### src/rtl/segment_stream_pkg.sv
// segment_stream_pkg: register map, bit positions and FSM encodings
// shared by the segment_stream receive path.
package segment_stream_pkg;

    localparam logic [1:0] REG_CTRL   = 2'd0;
    localparam logic [1:0] REG_STATUS = 2'd1;
    localparam logic [1:0] REG_DATA   = 2'd2;
    localparam logic [1:0] REG_PKT    = 2'd3;

    localparam int CTRL_EN     = 0;
    localparam int CTRL_IRQ_EN = 1;
    localparam int CTRL_FLUSH  = 2;

    localparam int STAT_EMPTY = 0;
    localparam int STAT_FULL  = 1;

    localparam logic [1:0] RESP_OKAY = 2'b00;

    typedef enum logic {W_IDLE, W_BRESP} wr_state_e;
    typedef enum logic {R_IDLE, R_DATA} rd_state_e;

    // Fill count squeezed into the 8-bit STATUS field.
    function automatic logic [7:0] sat8(input logic [8:0] c);
        return c[8] ? 8'hFF : c[7:0];
    endfunction

endpackage

### src/rtl/segment_stream_fifo.sv
// segment_stream_fifo: synchronous FIFO with flush; the head word,
// count and flags are all registered so readers see plain flops.
module segment_stream_fifo #(
    parameter int W     = 33,
    parameter int DEPTH = 8
) (
    input  logic                     clk_i,
    input  logic                     rst_i,
    input  logic                     push_i,
    input  logic                     pop_i,
    input  logic                     flush_i,
    input  logic [W-1:0]             din_i,
    output logic [W-1:0]             dout_o,
    output logic [$clog2(DEPTH):0]   count_o,
    output logic                     full_o,
    output logic                     empty_o
);

    localparam int AW = $clog2(DEPTH);

    logic [W-1:0]  mem_q [DEPTH];
    logic [AW-1:0] wr_q, wr_d, rd_q, rd_d;
    logic [AW:0]   cnt_q, cnt_d;
    logic [W-1:0]  head_q, head_d;
    logic          full_q, full_d, empty_q, empty_d;
    logic          push_ok, pop_ok;

    assign push_ok = push_i && !full_q;
    assign pop_ok  = pop_i && !empty_q;

    // Next pointers, count and the word that will sit at the head.
    always_comb begin
        wr_d = push_ok ? wr_q + 1'b1 : wr_q;
        rd_d = pop_ok ? rd_q + 1'b1 : rd_q;
        unique case ({push_ok, pop_ok})
            2'b10:   cnt_d = cnt_q + 1'b1;
            2'b01:   cnt_d = cnt_q - 1'b1;
            default: cnt_d = cnt_q;
        endcase
        if (flush_i) begin
            wr_d  = '0;
            rd_d  = '0;
            cnt_d = '0;
        end
        if (cnt_d == '0) begin
            head_d = '0;
        end else if (push_ok && wr_q == rd_d) begin
            head_d = din_i;
        end else begin
            head_d = mem_q[rd_d];
        end
        full_d  = (cnt_d == (AW+1)'(DEPTH));
        empty_d = (cnt_d == '0);
    end

    // Storage array; contents beyond the count are don't-care.
    always_ff @(posedge clk_i) begin
        if (push_ok) begin
            mem_q[wr_q] <= din_i;
        end
    end

    // Pointer, count, flag and head registers.
    always_ff @(posedge clk_i) begin
        if (rst_i) begin
            wr_q    <= '0;
            rd_q    <= '0;
            cnt_q   <= '0;
            head_q  <= '0;
            full_q  <= 1'b0;
            empty_q <= 1'b1;
        end else begin
            wr_q    <= wr_d;
            rd_q    <= rd_d;
            cnt_q   <= cnt_d;
            head_q  <= head_d;
            full_q  <= full_d;
            empty_q <= empty_d;
        end
    end

    assign dout_o  = head_q;
    assign count_o = cnt_q;
    assign full_o  = full_q;
    assign empty_o = empty_q;

endmodule

### src/rtl/segment_stream_sink.sv
// segment_stream_sink: AXI-Stream words queued in a FIFO and drained
// by the PS through an AXI4-Lite window; IRQ flags pending data.
module segment_stream_sink
    import segment_stream_pkg::*;
#(
    parameter int C_S_AXIS_TDATA_WIDTH = 32,
    parameter int C_FIFO_DEPTH         = 8,
    parameter int C_S_AXI_ADDR_WIDTH   = 4
) (
    input  logic                            ACLK,
    input  logic                            ARESET,
    input  logic [C_S_AXIS_TDATA_WIDTH-1:0] S_AXIS_TDATA,
    input  logic                            S_AXIS_TVALID,
    input  logic                            S_AXIS_TLAST,
    output logic                            S_AXIS_TREADY,
    input  logic [C_S_AXI_ADDR_WIDTH-1:0]   S_AXI_AWADDR,
    input  logic                            S_AXI_AWVALID,
    output logic                            S_AXI_AWREADY,
    input  logic [31:0]                     S_AXI_WDATA,
    input  logic [3:0]                      S_AXI_WSTRB,
    input  logic                            S_AXI_WVALID,
    output logic                            S_AXI_WREADY,
    output logic [1:0]                      S_AXI_BRESP,
    output logic                            S_AXI_BVALID,
    input  logic                            S_AXI_BREADY,
    input  logic [C_S_AXI_ADDR_WIDTH-1:0]   S_AXI_ARADDR,
    input  logic                            S_AXI_ARVALID,
    output logic                            S_AXI_ARREADY,
    output logic [31:0]                     S_AXI_RDATA,
    output logic [1:0]                      S_AXI_RRESP,
    output logic                            S_AXI_RVALID,
    input  logic                            S_AXI_RREADY,
    output logic                            IRQ
);

    localparam int CW = $clog2(C_FIFO_DEPTH) + 1;

    wr_state_e   wst_q;
    rd_state_e   rst_q;
    logic        awready_q, bvalid_q, arready_q, rvalid_q;
    logic [31:0] rdata_q, rdata_d;
    logic        en_q, irq_en_q, flush_q;
    logic [15:0] pkt_cnt_q, pkt_cnt_d;

    logic          wr_hs, rd_hs, push, pop;
    logic [1:0]    wr_idx, rd_idx;
    logic [32:0]   fifo_dout;
    logic [CW-1:0] fifo_cnt;
    logic          fifo_full, fifo_empty;
    logic          unused_ok;

    assign wr_idx = S_AXI_AWADDR[3:2];
    assign rd_idx = S_AXI_ARADDR[3:2];
    assign wr_hs  = awready_q && S_AXI_AWVALID && S_AXI_WVALID;
    assign rd_hs  = arready_q && S_AXI_ARVALID;

    assign S_AXIS_TREADY = en_q && !fifo_full;
    assign push = S_AXIS_TVALID && S_AXIS_TREADY;
    assign pop  = rd_hs && (rd_idx == REG_DATA);

    segment_stream_fifo #(
        .W     (33),
        .DEPTH (C_FIFO_DEPTH)
    ) u_fifo (
        .clk_i   (ACLK),
        .rst_i   (ARESET),
        .push_i  (push),
        .pop_i   (pop),
        .flush_i (flush_q),
        .din_i   ({S_AXIS_TLAST, S_AXIS_TDATA}),
        .dout_o  (fifo_dout),
        .count_o (fifo_cnt),
        .full_o  (fifo_full),
        .empty_o (fifo_empty)
    );

    // Register read mux, sampled on the AR handshake.
    always_comb begin
        rdata_d = '0;
        unique case (rd_idx)
            REG_CTRL: begin
                rdata_d[CTRL_EN]     = en_q;
                rdata_d[CTRL_IRQ_EN] = irq_en_q;
            end
            REG_STATUS: begin
                rdata_d[STAT_EMPTY] = fifo_empty;
                rdata_d[STAT_FULL]  = fifo_full;
                rdata_d[15:8]       = sat8(9'(fifo_cnt));
            end
            REG_DATA: rdata_d = fifo_empty ? '0 : fifo_dout[31:0];
            REG_PKT: begin
                rdata_d[0]    = !fifo_empty && fifo_dout[32];
                rdata_d[23:8] = pkt_cnt_q;
            end
        endcase
    end

    // Packet counter: a register write clears it, TLAST beats bump it.
    always_comb begin
        pkt_cnt_d = pkt_cnt_q;
        if (push && S_AXIS_TLAST) begin
            pkt_cnt_d = pkt_cnt_q + 16'd1;
        end
        if (wr_hs && wr_idx == REG_PKT) begin
            pkt_cnt_d = '0;
        end
    end

    // CTRL fields, one-shot flush and packet counter.
    always_ff @(posedge ACLK) begin
        if (ARESET) begin
            en_q      <= 1'b0;
            irq_en_q  <= 1'b0;
            flush_q   <= 1'b0;
            pkt_cnt_q <= '0;
        end else begin
            flush_q   <= 1'b0;
            pkt_cnt_q <= pkt_cnt_d;
            if (wr_hs && wr_idx == REG_CTRL) begin
                en_q     <= S_AXI_WDATA[CTRL_EN];
                irq_en_q <= S_AXI_WDATA[CTRL_IRQ_EN];
                flush_q  <= S_AXI_WDATA[CTRL_FLUSH];
            end
        end
    end

    // Write channel: accept AW+W together, then hold B until taken.
    always_ff @(posedge ACLK) begin
        if (ARESET) begin
            wst_q     <= W_IDLE;
            awready_q <= 1'b0;
            bvalid_q  <= 1'b0;
        end else begin
            unique case (wst_q)
                W_IDLE: begin
                    if (wr_hs) begin
                        awready_q <= 1'b0;
                        bvalid_q  <= 1'b1;
                        wst_q     <= W_BRESP;
                    end else begin
                        awready_q <= S_AXI_AWVALID && S_AXI_WVALID
                                     && !awready_q;
                    end
                end
                W_BRESP: begin
                    if (S_AXI_BREADY) begin
                        bvalid_q <= 1'b0;
                        wst_q    <= W_IDLE;
                    end
                end
            endcase
        end
    end

    // Read channel: capture data on AR, hold R until taken; a waiting
    // AR is re-armed as R completes to sustain one read per 2 cycles.
    always_ff @(posedge ACLK) begin
        if (ARESET) begin
            rst_q     <= R_IDLE;
            arready_q <= 1'b0;
            rvalid_q  <= 1'b0;
            rdata_q   <= '0;
        end else begin
            unique case (rst_q)
                R_IDLE: begin
                    if (rd_hs) begin
                        arready_q <= 1'b0;
                        rvalid_q  <= 1'b1;
                        rdata_q   <= rdata_d;
                        rst_q     <= R_DATA;
                    end else begin
                        arready_q <= S_AXI_ARVALID && !arready_q;
                    end
                end
                R_DATA: begin
                    if (S_AXI_RREADY) begin
                        rvalid_q  <= 1'b0;
                        arready_q <= S_AXI_ARVALID;
                        rst_q     <= R_IDLE;
                    end
                end
            endcase
        end
    end

    assign S_AXI_AWREADY = awready_q;
    assign S_AXI_WREADY  = awready_q;
    assign S_AXI_BVALID  = bvalid_q;
    assign S_AXI_BRESP   = RESP_OKAY;
    assign S_AXI_ARREADY = arready_q;
    assign S_AXI_RVALID  = rvalid_q;
    assign S_AXI_RDATA   = rdata_q;
    assign S_AXI_RRESP   = RESP_OKAY;
    assign IRQ           = irq_en_q && !fifo_empty;

    assign unused_ok = ^{S_AXI_WSTRB, S_AXI_WDATA[31:3],
                         S_AXI_AWADDR[1:0], S_AXI_ARADDR[1:0]};

endmodule

### config.mk
export PLATFORM = sky130hd
export DESIGN_NAME = segment_stream_sink
export DESIGN_NICKNAME = d
export VERILOG_FILES = /design/src/rtl/segment_stream_pkg.sv /design/src/rtl/segment_stream_fifo.sv /design/src/rtl/segment_stream_sink.sv
export SDC_FILE = /design/constraint.sdc
export NUM_CORES = 1
export LEC_CHECK = 0
export ABC_CLOCK_PERIOD_IN_PS = 12400
export BUFFER_PORTS_ARGS = -buffer_cell sky130_fd_sc_hd__buf_2
export CORE_MARGIN = 2
export CORE_UTILIZATION = 25
export CTS_BUF_LIST = sky130_fd_sc_hd__clkbuf_8
export DETAILED_ROUTE_END_ITERATION = 12
export REMOVE_ABC_BUFFERS = 1
export SYNTH_ARGS = -nofsm -noshare
export SYNTH_HDL_FRONTEND = slang
export SYNTH_SLANG_ARGS = --single-unit
### constraint.sdc
create_clock -name ACLK -period 12.4 [get_ports ACLK]
set_input_delay 3.72 -clock ACLK [delete_from_list [all_inputs] [get_ports ACLK]]
set_output_delay 3.72 -clock ACLK [all_outputs]
set_load 0.01 [all_outputs]
==> metrics.cfg, run 1 <==
[global_routing]
antenna_found_initial = 3
grt_usage = 0.147
grt_start_max_net_pins = 68
gr-total-overflow = 0
first_global_vias = 12700
grt_pass1_wl_mm = 76.4

[pwr]
ir_drop_mv = 0.0456
power_leakage_nw = 5.89
cellPowerDensity_nw_per_um2 = 130
power_w = 0.00250

[final_layout]
post-route-util = 0.292
finalNetCount = 1498
drive_gt1_frac = 0.208
synthToLayoutAreaGrowth_pct = 15.7
final_cell_mix = 264 x edfxtp_1, 104 x nand3_1, 100 x dfxtp_1
fillers = 6558
layout_commonest_cell = edfxtp_1
multi_input_area_um2 = 6130
ff_latch_area_um2 = 9980

[routing]
vias_per_cell = 5.44
remaining_drc_errors = 0
dr.pass1.iters = 5
postRouteAntennaNets = 0
wl_per_cell_um = 22.2
vias = 12600
wl_mm = 51.4
drtIter0Drc = 1416

[floorplan]
core_um2 = 65700
initial_core_util = 0.253
die-area_um2 = 68500
die_y_um = 262
die_x_um = 262
io_pins = 128
row_count = 94

[setup_path]
slowest_delay_ns = 0.76
worstPathRequired_ns = 12.84
arrival_ns = 7.76
worstSetupPathType = in2reg
reg2reg_depth = 8
critical_path.cell_chain = buf_2 -> nor3b_4 -> buf_4 -> and3_1 -> mux2_2 -> buf_4 -> xor2_2 -> buf_4 -> or2_2 -> buf_4 -> a311oi_2
cp-start-kind = input port
regToRegStartpoint = u_fifo.rd_q[0]$_SDFF_PP0_
cp_common_cell = buf_4
path_buf_inv = 5
reg2reg_slack_ns = 7.83
crit_fanout = 67
cp-end-kind = flop
r2r-end = u_fifo.dout_o[22]$_SDFF_PP0_
crit_family = buffers and inverters
crit_path_top_delay_cell = buf_4

[logic_synthesis]
synth_edf_count = 264
synth-seq-cells = 366
synthCells = 1361
synth_area_leader_cell = edfxtp_1
yosys_warnings = 0
synth_top_area_frac = 0.477
synth-main-ff-cell = edfxtp_1
synth_area_per_cell_um2 = 12.2
synthTopCellsByArea = edfxtp_1 48%, dfxtp_1 12%, mux2i_1 4.5%
yosysUniqueCellTypes = 62
ys_async_sr_fraction = 0
seq_area_frac_synth = 0.600
synthesis.area_um2 = 16600

[cts]
ctsHoldBuffers = 0
cts_buffer_depth = 3
htree_levels = 3
postCtsSetupRepairBufs = 0
cts_tree = done
path_clk_slew_ns = 0.06
root_buffer = clkbuf_8
cts.sinks = 366
cts_buffers = 67
clk_latency_ns = 0.62
ctsResizeCount = 0

[timing]
slew_violations = 0
rsz0062_at_grt = no
fin_setup_tns_ns = 0
max_freq_mhz = 136
skew_ns = 0.0234
maxSlewHeadroom = 0.218
post-route-period-util = 0.591
finalSetupViolCount = 0
finalHoldViolCount = 0
period_needed_ns = 7.33
worstMarginPinSlew_ns = 1.17

[status]
status = complete, no violations

[place]
dp_hpwl_mm = 27.4
place_congestion = 0.770
port_buffers = 86

[hold_path]
min_to = S_AXI_RDATA[0]$_SDFFE_PP0P_
hold_depth = 2
hp-class = reg2reg
worstHoldStart = S_AXI_RDATA[0]$_SDFFE_PP0P_

[flow_run]
cap_violations = 0

-- area by class of cell --
cell class                      instances  area share
Clock inverter                         40      0.0130
Timing Repair Buffer                  118      0.0349
Tap cell                              864      0.0562
Clock buffer                           78      0.0558
Inverter                               11     0.00215
Multi-Input combinational cell        843       0.319
Antenna cell                            1    0.000130
Sequential cell                       366       0.519
-- state kept, by name, indices dropped and copies added, names as in the netlist, 3 cells and up --
signal          cells
u_fifo.count_o      4
S_AXI_RDATA        32
u_fifo.mem_q      264
pkt_cnt_q          16
u_fifo.wr_q         3
u_fifo.rd_q         3
u_fifo.dout_o      33
-- layer usage --
| metal | track usage | up-vias | routed length [µm] |
|---|---|---|---|
| li1 | - | 5557 | - |
| met1 | 0.199 | 6293 | 22400 |
| met2 | 0.224 | 644 | 22900 |
| met3 | 0.0367 | 126 | 4540 |
| met4 | 0.0638 | 4 | 1550 |
| met5 | 0 | - | 27 |
-- report_power, final --
part / leakage, nW / internal, W / switching (W)
clock network: 0.745 / 0.000634 / 0.000505
logic: 1.95 / 0.0000113 / 0.0000351
registers: 3.20 / 0.00131 / 0.00000157
total: 5.89 / 0.00196 / 0.000542
-- how the worst max path moves through the flow --
stage                                         endpoint  cells past startpoint             from
after global placement    u_fifo.dout_o[22]$_SDFF_PP0_                     11  S_AXI_ARADDR[2]
after CTS                 u_fifo.dout_o[28]$_SDFF_PP0_                     11  S_AXI_ARADDR[2]
final                     u_fifo.dout_o[28]$_SDFF_PP0_                     11  S_AXI_ARADDR[2]
after floorplan            u_fifo.dout_o[0]$_SDFF_PP0_                      6    S_AXI_ARVALID
after global routing      u_fifo.dout_o[22]$_SDFF_PP0_                     11  S_AXI_ARADDR[2]
after detailed placement  u_fifo.dout_o[22]$_SDFF_PP0_                     11  S_AXI_ARADDR[2]
-- through the flow --
step	setup WS, ns	hold slack [ns]	cells	area (µm²)
6_report	5.07	0.453	2321	19200
5_1_grt	5.00	0.487	2321	19200
4_1_cts	5.19	0.458	2320	19200
3_5_place_dp	4.52	0.450	2202	17900
3_3_place_gp	4.54	0.448	2202	17900
2_1_floorplan	3.46	0.443	1220	16000
-- worst reg2reg max path, cell delays in order, from the launching register on --
cell and delay, ns:
dfxtp_4 0.79, ha_4 0.59, buf_4 0.75, nand3_1 0.20, buf_4 0.37, a21oi_2 0.85, buf_4 0.49, a221o_1 0.24
a311oi_2 0.12
-- kinds of logic (layout without fill, tap and decap cells) --
logic type,Yosys count,count (layout),synth area share
AOI/OAI and AO/OA,420,420,0.207
xor gates and xnor gates,20,20,0.0105
adders and majority gates,6,6,0.00452
buffers and inverters,155,247,0.0386
DFF,366,366,0.600
muxes,78,78,0.0473
other,1,5,0.000226
and+or+nand+nor,315,315,0.0918
-- synth_stat cells, types with 3 or more instances --
master	n
dfxtp_1	102
o211ai_1	34
xor2_1	14
o22ai_1	36
a22oi_1	28
buf_6	4
nand4_1	5
nand2b_1	3
buf_4	5
a2111oi_0	31
nand3_1	105
nand2_1	21
clkbuf_1	116
a21oi_1	79
nor2b_1	5
and2_1	3
mux2_2	4
nor3_1	77
o21ai_0	8
nor2_1	74
a311oi_1	4
edfxtp_1	264
or3_1	5
nor4_1	4
a221oi_1	36
a22o_1	15
a311oi_2	29
a221o_1	33
buf_2	9
a31oi_1	4
xnor2_1	6
o221a_2	31
buf_1	10
or2_2	3
ha_1	6
mux2i_1	74
o21bai_1	33
inv_1	9
(Power assumes the default switching activity.)
==> run 2, diff against run 1 <==
--- a/config.mk
+++ b/config.mk
@@ -5,7 +5,7 @@
 export SDC_FILE = /design/constraint.sdc
 export NUM_CORES = 1
 export LEC_CHECK = 0
-export ABC_CLOCK_PERIOD_IN_PS = 12400
+export ABC_CLOCK_PERIOD_IN_PS = 7700
 export BUFFER_PORTS_ARGS = -buffer_cell sky130_fd_sc_hd__buf_2
 export CORE_MARGIN = 2
 export CORE_UTILIZATION = 25
==> constraint.sdc (replaced) <==
create_clock -name ACLK -period 7.7 [get_ports ACLK]
set_input_delay 2.31 -clock ACLK [delete_from_list [all_inputs] [get_ports ACLK]]
set_output_delay 2.31 -clock ACLK [all_outputs]
set_load 0.01 [all_outputs]
==> metrics.cfg, run 2 (same netlist as run 1, synthesis figures left out) <==
[status]
status = complete, no violations

[timing]
skew_ns = 0.0235  ; +0.0000933 ns
worstMarginPinSlew_ns = 1.19  ; +0.0206 ns
slew_violations = 0  ; unchanged
rsz0062_at_grt = no
max_freq_mhz = 185
maxSlewHeadroom = 0.202  ; -0.0156
finalHoldViolCount = 0  ; unchanged
period_needed_ns = 5.42
fin_setup_tns_ns = 0  ; unchanged
post-route-period-util = 0.704
finalSetupViolCount = 0  ; unchanged

[setup_path]
arrival_ns = 5.90  ; -1.86 ns
cp-end-kind = flop
cp-start-kind = input port
crit_fanout = 67  ; unchanged
worstPathRequired_ns = 8.18  ; -4.66 ns
worstSetupPathType = in2reg

[routing]
drtIter0Drc = 1256  ; -11%
vias_per_cell = 5.43  ; -0.13%
postRouteAntennaNets = 0  ; unchanged
remaining_drc_errors = 0  ; unchanged
wl_mm = 51.3  ; -0.27%
vias = 12700  ; +0.26%
dr.pass1.iters = 5  ; unchanged
wl_per_cell_um = 22.0  ; -0.65%

[cts]
htree_levels = 3  ; unchanged
path_clk_slew_ns = 0.06  ; about the same
clk_latency_ns = 0.63  ; about the same
cts.sinks = 366  ; unchanged
cts_buffer_depth = 3  ; unchanged
ctsHoldBuffers = 0  ; unchanged
cts_tree = done
cts_buffers = 67  ; unchanged
ctsResizeCount = 0  ; unchanged
root_buffer = clkbuf_8
postCtsSetupRepairBufs = 0  ; unchanged

[final_layout]
final_cell_mix = 264 x edfxtp_1, 105 x nand3_1, 100 x dfxtp_1
diodes = 0  ; -1
fin_area_um2 = 19200  ; about the same
finalNetCount = 1504  ; +0.40%
largest_reg_flops = 264  ; unchanged
layout_commonest_cell = edfxtp_1
ff_latch_area_um2 = 9980  ; unchanged
fillers = 6581  ; +0.35%
largest-register = u_fifo.mem_q
drive_gt1_frac = 0.209  ; +0.000627
synthToLayoutAreaGrowth_pct = 15.8  ; about the same
multi_input_area_um2 = 6120  ; about the same

[pwr]
cellPowerDensity_nw_per_um2 = 207  ; +59%
power_leakage_nw = 5.94  ; +0.90%
ir_drop_mv = 0.0820  ; +80%

[global_routing]
grt_usage = 0.147  ; -0.000514
grt_start_max_net_pins = 68  ; unchanged
antenna_found_initial = 4  ; +1
grt_pass1_wl_mm = 76.3  ; -0.14%
gr-total-overflow = 0  ; unchanged
first_global_vias = 12300  ; -3.1%

[floorplan]
die-area_um2 = 68500  ; unchanged
die_x_um = 262  ; unchanged
die_y_um = 262  ; unchanged
core_um2 = 65700  ; unchanged
row_count = 94  ; unchanged
io_pins = 128  ; unchanged
initial_core_util = 0.253  ; unchanged

[place]
place_area_um2 = 17900  ; +0.22%
port_buffers = 86  ; unchanged
place_congestion = 0.782  ; +1.5%
dp_hpwl_mm = 27.9  ; +2.0%

[hold_path]
hp-class = reg2reg

[flow_run]
cap_violations = 0  ; unchanged

==> run 2: cell types whose count changed in the layout (fill, tap and decap cells not counted) <==
cell,previous run,this run
nand3_1,104,105
clkinv_1,10,8
buf_4,32,38
diode_2,1,0
inv_8,0,1
inv_6,0,2
clkbuf_8,78,75
inv_1,28,36
nand3_2,1,0
clkinv_4,0,1
clkinvlp_4,3,1
bufinv_16,3,2
==> run 2: final cells by class <==
| class | instances | share of cell area |
|---|---|---|
| multi-input cells | 843 | 0.318 |
| flip-flops and latches | 366 | 0.519 |
| repair buffers | 124 | 0.0372 |
| clock inverters | 47 | 0.0137 |
| inverters | 11 | 0.00215 |
| clock buffers | 75 | 0.0537 |
| well taps | 864 | 0.0562 |
==> run 2: metal layers <==
layer | up-vias | part of all wire | track usage
met3 | 120 | 0.099 | 0.0380
li1 | 5568 | - | -
met2 | 687 | 0.45 | 0.230
met4 | 6 | 0.022 | 0.0461
met5 | - | 0.00068 | 0
met1 | 6276 | 0.43 | 0.198
==> run 2: path summary, 6_finish.rpt <==
path,startpoint,end,slack (ns),cells after the start
max,S_AXI_ARADDR[2],u_fifo.dout_o[12]$_SDFF_PP0_,2.28,8
min,S_AXI_RDATA[0]$_SDFFE_PP0P_,S_AXI_RDATA[0]$_SDFFE_PP0P_,0.46,2
max reg2reg,u_fifo.rd_q[0]$_SDFF_PP0_,u_fifo.dout_o[17]$_SDFF_PP0_,3.51,6
min reg2reg,S_AXI_RDATA[0]$_SDFFE_PP0P_,S_AXI_RDATA[0]$_SDFFE_PP0P_,0.46,2
==> run 2: through the flow <==
stage	hold slack [ns]	utilization	worst slack [ns]	std cells	total power, W
global placement	0.444	0.273	1.75	2208	0.00223
finish	0.459	0.293	2.28	2330	0.00398
floorplan	0.443	-	0.167	1220	0.00218
CTS	0.460	0.293	2.39	2330	0.00403
global route	0.470	0.293	2.17	2330	0.00411
detailed placement	0.452	0.273	1.74	2208	0.00223
==> run 2: critical path, cell delays in order <==
cell and delay (ns):
buf_2 0.26, or3b_4 0.72, o21ai_4 0.22, buf_4 0.68, a21oi_2 0.47, buf_4 0.39, a221o_1 0.36, a311oi_2 0.45
==> run 2: power by group <==
part           internal, W  switching [W]
sequential         0.00211     0.00000240
clock             0.000966       0.000827
combinational    0.0000183      0.0000568
total              0.00310       0.000886
==> run 3, diff against run 2 <==
--- a/config.mk
+++ b/config.mk
@@ -5,7 +5,7 @@
 export SDC_FILE = /design/constraint.sdc
 export NUM_CORES = 1
 export LEC_CHECK = 0
-export ABC_CLOCK_PERIOD_IN_PS = 7700
+export ABC_CLOCK_PERIOD_IN_PS = 5200
 export BUFFER_PORTS_ARGS = -buffer_cell sky130_fd_sc_hd__buf_2
 export CORE_MARGIN = 2
 export CORE_UTILIZATION = 25
==> constraint.sdc (replaced) <==
create_clock -name ACLK -period 5.2 [get_ports ACLK]
set_input_delay 1.56 -clock ACLK [delete_from_list [all_inputs] [get_ports ACLK]]
set_output_delay 1.56 -clock ACLK [all_outputs]
set_load 0.01 [all_outputs]
==> metrics.cfg, run 3 (same netlist as run 1, synthesis figures left out) <==
[status]
status = complete, no violations

[timing]
fin_ws_ns = 1.35  ; -0.933 ns
maxSlewHeadroom = 0.243  ; +0.0405
max_freq_mhz = 260
finalSetupViolCount = 0  ; unchanged
period_needed_ns = 3.85
slew_violations = 0  ; unchanged
finalHoldViolCount = 0  ; unchanged
skew_ns = 0.0339  ; +0.0104 ns
post-route-period-util = 0.741
worstMarginPinSlew_ns = 1.13  ; -0.0621 ns
rsz0062_at_grt = no

[cts]
ctsResizeCount = 0  ; unchanged
cts_buffers = 61  ; -9.0%
cts.sinks = 366  ; unchanged
ctsHoldBuffers = 0  ; unchanged
htree_levels = 2  ; -1
postCtsSetupRepairBufs = 0  ; unchanged
clk_latency_ns = 0.69  ; +0.06 ns
path_clk_slew_ns = 0.06  ; about the same
root_buffer = clkbuf_8
cts_tree = done
cts_buffer_depth = 3  ; unchanged

[setup_path]
worstSetupPathType = in2reg
cp-end-kind = flop
reg2reg_slack_ns = 1.74  ; -1.77 ns
cp_common_cell = buf_4
crit_path_top_delay_cell = or3b_4
critical_path.cell_chain = buf_2 -> buf_4 -> or3b_4 -> nor3_1 -> or2_2 -> buf_4 -> a21oi_1 -> a221o_1 -> a311oi_2
slowest_delay_ns = 0.60  ; -0.12 ns
crit_fanout = 23  ; -66%
cp-startpoint = S_AXI_ARADDR[2]
cp-start-kind = input port
regToRegStartpoint = en_q$_SDFFE_PP0P_
arrival_ns = 4.41  ; -1.49 ns
worstPathRequired_ns = 5.76  ; -2.42 ns
r2r-end = u_fifo.dout_o[12]$_SDFF_PP0_
reg2reg_depth = 13  ; +7
setup.worst_path.end = u_fifo.dout_o[21]$_SDFF_PP0_

[global_routing]
first_global_vias = 12800  ; +4.0%
grt_start_max_net_pins = 67  ; -1.5%
grt_usage = 0.150  ; +0.00339
antenna_found_initial = 4  ; unchanged
grt_pass1_wl_mm = 78.4  ; +2.7%
gr-total-overflow = 0  ; unchanged

[routing]
wl_per_cell_um = 22.5  ; +2.0%
vias_per_cell = 5.42  ; -0.26%
vias = 12700  ; unchanged
drtIter0Drc = 1502  ; +20%
postRouteAntennaNets = 0  ; unchanged
remaining_drc_errors = 0  ; unchanged
dr.pass1.iters = 5  ; unchanged
wl_mm = 52.4  ; +2.2%

[final_layout]
diodes = 0  ; unchanged
layout_commonest_cell = edfxtp_1
final_cell_mix = 264 x edfxtp_1, 105 x nand3_1, 100 x dfxtp_1
instances_no_fill = 2336  ; +0.26%
fin_area_um2 = 19400  ; +0.85%
synthToLayoutAreaGrowth_pct = 16.7
largest_reg_flops = 264  ; unchanged
largest-register = u_fifo.mem_q
drive_gt1_frac = 0.220  ; +0.0114
finalNetCount = 1512  ; +0.53%

[floorplan]
die_x_um = 262  ; unchanged
initial_core_util = 0.253  ; unchanged
row_count = 94  ; unchanged
io_pins = 128  ; unchanged
die-area_um2 = 68500  ; unchanged
die_y_um = 262  ; unchanged
core_um2 = 65700  ; unchanged

[pwr]
power_leakage_nw = 6.01  ; +1.1%
power_w = 0.00600  ; +51%
cellPowerDensity_nw_per_um2 = 309  ; +49%
ir_drop_mv = 0.169  ; +110%

[place]
dp_hpwl_mm = 30.0  ; +7.4%
dp_cells = 2222  ; +0.63%
place_area_um2 = 18100  ; +0.79%
place_congestion = 0.776  ; -0.72%
port_buffers = 86  ; unchanged
dp_slack_ns = 0.766  ; -0.974 ns

[flow_run]
cap_violations = 0  ; unchanged

[hold_path]
hp-class = reg2reg

run 3: changes by cell type in the layout (fill, tap and decap cells not counted), sizes merged:
cell	previous run	this run
buf	124	138
bufinv	2	7
clkbuf	75	66
clkinv	16	24
clkinvlp	1	0
inv	39	28
run 3: power by group:
part / leakage, nW / internal (W) / switching, W
Combinational: 2.06 / 0.0000281 / 0.0000851
Clock: 0.753 / 0.00153 / 0.00123
Sequential: 3.20 / 0.00313 / 0.00000377
Total: 6.01 / 0.00469 / 0.00131
run 3: layout make-up:
class                   count  area, µm²
clock buffers              66        908
multi-input cells         843       6120
inverters                  11       41.3
repair buffers            138        858
well taps                 864       1080
clock inverters            48        409
fillers                  6597      46300
flip-flops and latches    366       9980
run 3: worst min path at each step:
stage,depth (start not counted),to,from,slack [ns]
global placement,2,S_AXI_RDATA[0]$_SDFFE_PP0P_,S_AXI_RDATA[0]$_SDFFE_PP0P_,0.45
finish,2,S_AXI_RDATA[0]$_SDFFE_PP0P_,S_AXI_RDATA[0]$_SDFFE_PP0P_,0.46
floorplan,2,S_AXI_RDATA[24]$_SDFFE_PP0P_,u_fifo.dout_o[24]$_SDFF_PP0_,0.44
detailed placement,2,S_AXI_RDATA[0]$_SDFFE_PP0P_,S_AXI_RDATA[0]$_SDFFE_PP0P_,0.45
CTS,2,S_AXI_RDATA[0]$_SDFFE_PP0P_,S_AXI_RDATA[0]$_SDFFE_PP0P_,0.46
global route,2,S_AXI_RDATA[0]$_SDFFE_PP0P_,S_AXI_RDATA[0]$_SDFFE_PP0P_,0.49
run 3: metrics by stage:
step / setup TNS, ns / hold WS [ns] / util
finish: 0 / 0.459 / 0.295
global route: 0 / 0.495 / 0.295
CTS: 0 / 0.459 / 0.295
detailed placement: 0 / 0.452 / 0.275
global placement: 0 / 0.450 / 0.275
floorplan: -85.51 / 0.443 / -
run 3: per-layer routing:
metal	global-route usage	routed length (µm)	share of wire	vias up
met2	0.232	23400	0.45	645
li1	-	-	-	5574
met3	0.0314	4810	0.092	126
met5	0	35	0.00067	-
met1	0.207	22800	0.43	6306
met4	0.0574	1410	0.027	6
run 3: critical path: cells and delay by family:
family / cells / cell delay, ns
buffers and inverters: 3 / 0.67
AO/OA/AOI/OAI: 3 / 0.83
AND/OR/NAND/NOR: 3 / 1.30
